$ cat src/rtl/mem_port_arbiter_if.sv
// Pipeline-side and SRAM-side signals of the shared memory port arbiter.
interface mem_port_arbiter_if;
  logic        ifReq;
  logic [31:0] ifAddr;
  logic [31:0] ifData;
  logic        ifReady;
  logic        memRead;
  logic        memWrite;
  logic [31:0] memAddr;
  logic [31:0] memWData;
  logic [31:0] memRData;
  logic        memReady;
  logic        freezeIf;
  logic        freezeMem;
  logic        sramEn;
  logic        sramWe;
  logic [31:0] sramAddr;
  logic [31:0] sramWData;
  logic [31:0] sramRData;

  modport slave (
    input  ifReq, ifAddr, memRead, memWrite, memAddr, memWData, sramRData,
    output ifData, ifReady, memRData, memReady, freezeIf, freezeMem,
           sramEn, sramWe, sramAddr, sramWData
  );

  modport master (
    output ifReq, ifAddr, memRead, memWrite, memAddr, memWData, sramRData,
    input  ifData, ifReady, memRData, memReady, freezeIf, freezeMem,
           sramEn, sramWe, sramAddr, sramWData
  );
endinterface

$ cat src/rtl/mem_port_arbiter.sv
// Shares one fixed-latency SRAM between IF and MEM; MEM wins ties. Each access
// takes WAIT_CYCLES busy cycles plus one done cycle; freezes stall the pipeline meanwhile.
module mem_port_arbiter #(
  parameter int unsigned WAIT_CYCLES = 3
) (
  input  logic              clk,
  input  logic              rst,
  mem_port_arbiter_if.slave bus
);

  typedef enum logic [2:0] {
    IDLE,
    BUSY_IF,
    BUSY_MEM,
    DONE_IF,
    DONE_MEM
  } state_t;

  localparam logic [3:0] LAST_CNT = 4'(WAIT_CYCLES - 1);

  state_t      r_state;
  state_t      w_state_nxt;
  logic [3:0]  r_cnt;
  logic [31:0] r_addr;
  logic [31:0] r_wdata;
  logic        r_we;
  logic [31:0] r_if_data;
  logic [31:0] r_mem_data;

  logic w_mem_req;
  logic w_busy;
  logic w_last;
  logic w_if_hit;

  assign w_mem_req = bus.memRead | bus.memWrite;
  assign w_busy    = (r_state == BUSY_IF) || (r_state == BUSY_MEM);
  assign w_last    = w_busy && (r_cnt == LAST_CNT);
  // A fetch only completes if IF still wants the same word (no redirect/flush).
  assign w_if_hit  = (r_state == DONE_IF) && bus.ifReq && (bus.ifAddr == r_addr);

  always_ff @(posedge clk) begin
    if (rst) begin
      r_state    <= IDLE;
      r_cnt      <= 4'd0;
      r_addr     <= 32'd0;
      r_wdata    <= 32'd0;
      r_we       <= 1'b0;
      r_if_data  <= 32'd0;
      r_mem_data <= 32'd0;
    end else begin
      r_state <= w_state_nxt;
      if (w_busy) begin
        r_cnt <= w_last ? 4'd0 : r_cnt + 4'd1;
      end else begin
        r_cnt <= 4'd0;
      end
      if (r_state == IDLE) begin
        if (w_mem_req) begin
          r_addr  <= bus.memAddr;
          r_wdata <= bus.memWData;
          r_we    <= bus.memWrite;
        end else if (bus.ifReq) begin
          r_addr  <= bus.ifAddr;
          r_wdata <= 32'd0;
          r_we    <= 1'b0;
        end
      end
      if (w_last && (r_state == BUSY_IF)) begin
        r_if_data <= bus.sramRData;
      end
      if (w_last && (r_state == BUSY_MEM) && !r_we) begin
        r_mem_data <= bus.sramRData;
      end
    end
  end

  always_comb begin
    w_state_nxt   = r_state;
    bus.sramEn    = 1'b0;
    bus.sramWe    = 1'b0;
    bus.sramAddr  = 32'd0;
    bus.sramWData = 32'd0;
    bus.memReady  = 1'b0;
    bus.ifReady   = w_if_hit;
    bus.ifData    = r_if_data;
    bus.memRData  = r_mem_data;
    bus.freezeMem = ~rst & w_mem_req & (r_state != DONE_MEM);
    bus.freezeIf  = ~rst & bus.ifReq & ~w_if_hit;

    unique case (r_state)
      IDLE: begin
        if (w_mem_req) begin
          w_state_nxt = BUSY_MEM;
        end else if (bus.ifReq) begin
          w_state_nxt = BUSY_IF;
        end
      end
      BUSY_IF, BUSY_MEM: begin
        bus.sramEn    = 1'b1;
        bus.sramWe    = r_we;
        bus.sramAddr  = r_addr;
        bus.sramWData = r_wdata;
        if (w_last) begin
          w_state_nxt = (r_state == BUSY_IF) ? DONE_IF : DONE_MEM;
        end
      end
      DONE_IF: begin
        w_state_nxt = IDLE;
      end
      DONE_MEM: begin
        bus.memReady = 1'b1;
        w_state_nxt  = IDLE;
      end
      default: begin
        w_state_nxt = IDLE;
      end
    endcase
  end

endmodule

$ cat src/flat_wrapper.sv
// flat-port wrapper written by rule: the top's interface ports become plain ports
module mem_port_arbiter_flat 
#(
  parameter int unsigned WAIT_CYCLES = 3
)
  (clk, rst, bus_ifReq, bus_ifAddr, bus_memRead, bus_memWrite, bus_memAddr, bus_memWData, bus_sramRData, bus_ifData, bus_ifReady, bus_memRData, bus_memReady, bus_freezeIf, bus_freezeMem, bus_sramEn, bus_sramWe, bus_sramAddr, bus_sramWData);
  mem_port_arbiter_if bus_i ();
  input  logic clk;
  input  logic rst;
  input wire logic [$bits(bus_i.ifReq)-1:0] bus_ifReq;
  input wire logic [$bits(bus_i.ifAddr)-1:0] bus_ifAddr;
  input wire logic [$bits(bus_i.memRead)-1:0] bus_memRead;
  input wire logic [$bits(bus_i.memWrite)-1:0] bus_memWrite;
  input wire logic [$bits(bus_i.memAddr)-1:0] bus_memAddr;
  input wire logic [$bits(bus_i.memWData)-1:0] bus_memWData;
  input wire logic [$bits(bus_i.sramRData)-1:0] bus_sramRData;
  output wire logic [$bits(bus_i.ifData)-1:0] bus_ifData;
  output wire logic [$bits(bus_i.ifReady)-1:0] bus_ifReady;
  output wire logic [$bits(bus_i.memRData)-1:0] bus_memRData;
  output wire logic [$bits(bus_i.memReady)-1:0] bus_memReady;
  output wire logic [$bits(bus_i.freezeIf)-1:0] bus_freezeIf;
  output wire logic [$bits(bus_i.freezeMem)-1:0] bus_freezeMem;
  output wire logic [$bits(bus_i.sramEn)-1:0] bus_sramEn;
  output wire logic [$bits(bus_i.sramWe)-1:0] bus_sramWe;
  output wire logic [$bits(bus_i.sramAddr)-1:0] bus_sramAddr;
  output wire logic [$bits(bus_i.sramWData)-1:0] bus_sramWData;
  assign bus_i.ifReq = bus_ifReq;
  assign bus_i.ifAddr = bus_ifAddr;
  assign bus_i.memRead = bus_memRead;
  assign bus_i.memWrite = bus_memWrite;
  assign bus_i.memAddr = bus_memAddr;
  assign bus_i.memWData = bus_memWData;
  assign bus_i.sramRData = bus_sramRData;
  assign bus_ifData = bus_i.ifData;
  assign bus_ifReady = bus_i.ifReady;
  assign bus_memRData = bus_i.memRData;
  assign bus_memReady = bus_i.memReady;
  assign bus_freezeIf = bus_i.freezeIf;
  assign bus_freezeMem = bus_i.freezeMem;
  assign bus_sramEn = bus_i.sramEn;
  assign bus_sramWe = bus_i.sramWe;
  assign bus_sramAddr = bus_i.sramAddr;
  assign bus_sramWData = bus_i.sramWData;
  mem_port_arbiter #(.WAIT_CYCLES(WAIT_CYCLES)) u_core (.clk(clk), .rst(rst), .bus(bus_i));
endmodule
$ cat config.mk
export PLATFORM = sky130hd
export DESIGN_NAME = mem_port_arbiter_flat
export DESIGN_NICKNAME = d
export VERILOG_FILES = /design/src/rtl/mem_port_arbiter_if.sv /design/src/rtl/mem_port_arbiter.sv /design/src/flat_wrapper.sv
export SDC_FILE = /design/constraint.sdc
export NUM_CORES = 1
export LEC_CHECK = 0
export ABC_AREA = 1
export CORE_ASPECT_RATIO = 0.75
export CORE_MARGIN = 2
export CORE_UTILIZATION = 45
export DETAILED_ROUTE_END_ITERATION = 10
export GPL_TIMING_DRIVEN = 1
export PLACE_DENSITY = 0.85
export SETUP_SLACK_MARGIN = 0.02
export SYNTH_ARGS = -nofsm -noshare
export SYNTH_HDL_FRONTEND = slang
export SYNTH_SLANG_ARGS = --single-unit
$ cat constraint.sdc
create_clock -name clk -period 3.33 [get_ports clk]
set_input_delay 0.999 -clock clk [delete_from_list [all_inputs] [get_ports clk]]
set_output_delay 0.999 -clock clk [all_outputs]
set_load 0.005 [all_outputs]
==> reports/results.ini <==
[global_routing]
track_usage_pct=26.3
grt_overflow=0
grt_pass1_vias=6376
antenna_found_initial=0
grt_use_met2_pct=43.5
gr-max-usage-layer=met2
use_met3_pct=8.80
grt_max_degree=99
grt_pass1_wl_um=31300
grt_util_met1_pct=32.5

[placed_design]
place_inst=1311
post_dp_cell_area_mm2=0.00886
dp_hpwl_um=13200
gp_congestion=0.888
io_buffers=266
place_ws_ns=-0.518

[timing]
setup_viol=0
hold_viol=0
finalCriticalPeriod_ns=3.27
worst_pin_slew_ns=0.857
slew_headroom_pct=42.9
fmax_mhz=306
skew_ns=0.0152
slew_violations=0
setup_slack_ns=0.0630
rsz0062_at_grt=no
min_period_over_period_pct=98.1

[clock_network]
htreeDepth=4
clkTransAtPathRegs_ns=0.06
cts_max_path_buffers=2
clock_latency_ns=0.41
clock_sink_count=136
cts_root_buf=clkbuf_16
cts_tree=done
cts_inserted_buffers=17

[synthesis]
avgSynthCellArea_um2=6.75
netlist_top_cells_count=nor2_1 (215), nand2_1 (183), dfxtp_1 (136)
yosys_warnings=0
synth_edf_count=0
synth.net_count=1039
async_flop_share_pct=0
synthCells=904
ys_ff_latch=136
ys_types=27
yosysMostFrequentCell=nor2_1
yosys-top-cells-area=dfxtp_1 (45%), nor2_1 (13%), nand2_1 (11%)
syn-cell-area_mm2=0.00610
ys_seq_area_share_pct=44.6
synth.top_cell.area_share_pct=44.6
synth_top_area_cell=dfxtp_1
ys.flop_type=dfxtp_1

[pwr]
p_leak_nw=4.09
power_density_mw_per_mm2=635
ir_worst_vdd_uv=406

[die]
die_x_um=138
die_area_mm2=0.0145
initial_utilization_pct=46.5
rows=36
core_area_mm2=0.0131
die_h_um=105
ios=267

[run_status]
outcome=finished clean

[min_path]
hp-class=reg -> reg
hold_depth=2

[drt]
wirelength_um=19200
num_vias=6554
firstDrtPassIters=5
ant_nets=0
routed_via_density=4.87
drt_iter0_drc=407
route.detailed.drc=0
wl_per_cell_um=14.3

[cells_and_area]
regArea_mm2=0.00272
nFillCells=1064
drive_above_1_share_pct=6.91
layoutNonFillerInstCount=1345
layout.nets=1295
fin_util_pct=72.3
syn_to_final_growth_pct=55.4
multi_input_area_mm2=0.00277
final_cell_area_mm2=0.00948

[setup_path]
crit_start=bus_ifReq
end_kind=output port
worstSetupPathType=in -> out
setup.worst_path.start_class=primary input
r2r_slack_ns=1.47
r2r_end=u_core.bus.memRData[13]
rr_worst_depth=8
crit_required_ns=2.33
cp-endpoint=bus_freezeIf
arrival_ns=2.27
r2r-start=u_core.r_cnt[0]
path_max_fanout=2

[run]
maxCapViolations=0

kinds of logic (layout without fill, tap and decap cells):
kind of cell / Yosys count / in the layout / synth area share [%]
xor+xnor: 13 / 13 / 1.87
simple gates: 418 / 418 / 26.6
other cells: 0 / 1 / 0
compound gates: 187 / 187 / 15.9
fa+ha+maj: 2 / 2 / 0.410
flops: 136 / 136 / 44.6
buf+inv: 148 / 417 / 10.6
state kept, by name, indices dropped and copies added, names as in the netlist:
signal and flops:
u_core.bus.ifData 32, u_core.bus.memRData 32, u_core.r_wdata 32, u_core.r_cnt 4
u_core.r_addr 32, u_core.r_we 1, u_core.r_state 3
per-layer routing:
metal / vias to the layer above / wire [um] / part of all wire (%)
met1: 2951 / 8030 / 42
li1: 3327 / - / -
met5: - / 0 / 0
met4: 0 / 318 / 1.7
met3: 30 / 1900 / 9.9
met2: 246 / 8980 / 47
cell usage in the layout, fill, tap and decap left out, drive strengths merged, types with 3 or more instances in the layout:
| cell type | n |
|---|---|
| clkbuf | 19 |
| a31oi | 13 |
| inv | 100 |
| clkinvlp | 3 |
| xor2 | 4 |
| nand3 | 10 |
| nor3 | 6 |
| dlygate4sd2 | 24 |
| clkdlybuf4s50 | 232 |
| buf | 23 |
| dlymetal6s2s | 9 |
| nand2 | 184 |
| clkinv | 5 |
| xnor2 | 9 |
| a21oi | 54 |
| nor2 | 218 |
| o21ai | 119 |
| dfxtp | 136 |
through the flow:
step / hold WS (ns) / power (mW) / setup TNS [ns]
2_1_floorplan: 0.430 / 3.36 / 0
4_1_cts: 0.463 / 6.02 / 0
5_1_grt: 0.478 / 6.39 / 0
3_3_place_gp: 0.443 / 4.14 / -1.01
3_5_place_dp: 0.454 / 4.18 / -1.03
6_report: 0.460 / 6.02 / 0
worst max-delay path, stage by stage:
cell	delay [ns]
clkdlybuf4s50_1	0.49
nand3_1	0.11
nor2_1	0.14
nand3_1	0.11
nor2_2	0.13
buf_4	0.12
nor2_1	0.03
buf_2	0.13
layout make-up:
class                   instances  area share [%]
diodes                          1          0.0264
clock buffers                  19            4.57
clock inverters                13            1.53
inverters                      97            3.84
multi-input cells             620            29.2
flip-flops and latches        136            28.7
well taps                     171            2.26
repair buffers                288            29.9
timing repair:
action | CTS | global route
gates resized for setup | 33 | 18
setup buffers | 1 | 0
setup endpoints to repair | 2 | 44
pin swaps | 16 | 9
hold buffers | 0 | 0
where the power goes:
group / total, mW / switching [mW] / internal (mW)
clock: 1.84 / 0.730 / 1.11
sequential: 2.11 / 0.180 / 1.93
combinational: 2.06 / 1.15 / 0.914
how the worst min path moves through the flow:
stage / slack [ns] / start / end
after global placement: 0.44 / u_core.r_cnt[0] / u_core.r_cnt[0]
after global routing: 0.48 / u_core.r_wdata[15] / u_core.r_wdata[15]
after CTS: 0.46 / u_core.r_wdata[9] / u_core.r_wdata[9]
final: 0.46 / u_core.r_wdata[17] / u_core.r_wdata[17]
after detailed placement: 0.45 / u_core.r_wdata[9] / u_core.r_wdata[9]
after floorplan: 0.43 / u_core.r_cnt[0] / u_core.r_cnt[0]
(Power assumes the default switching activity.)
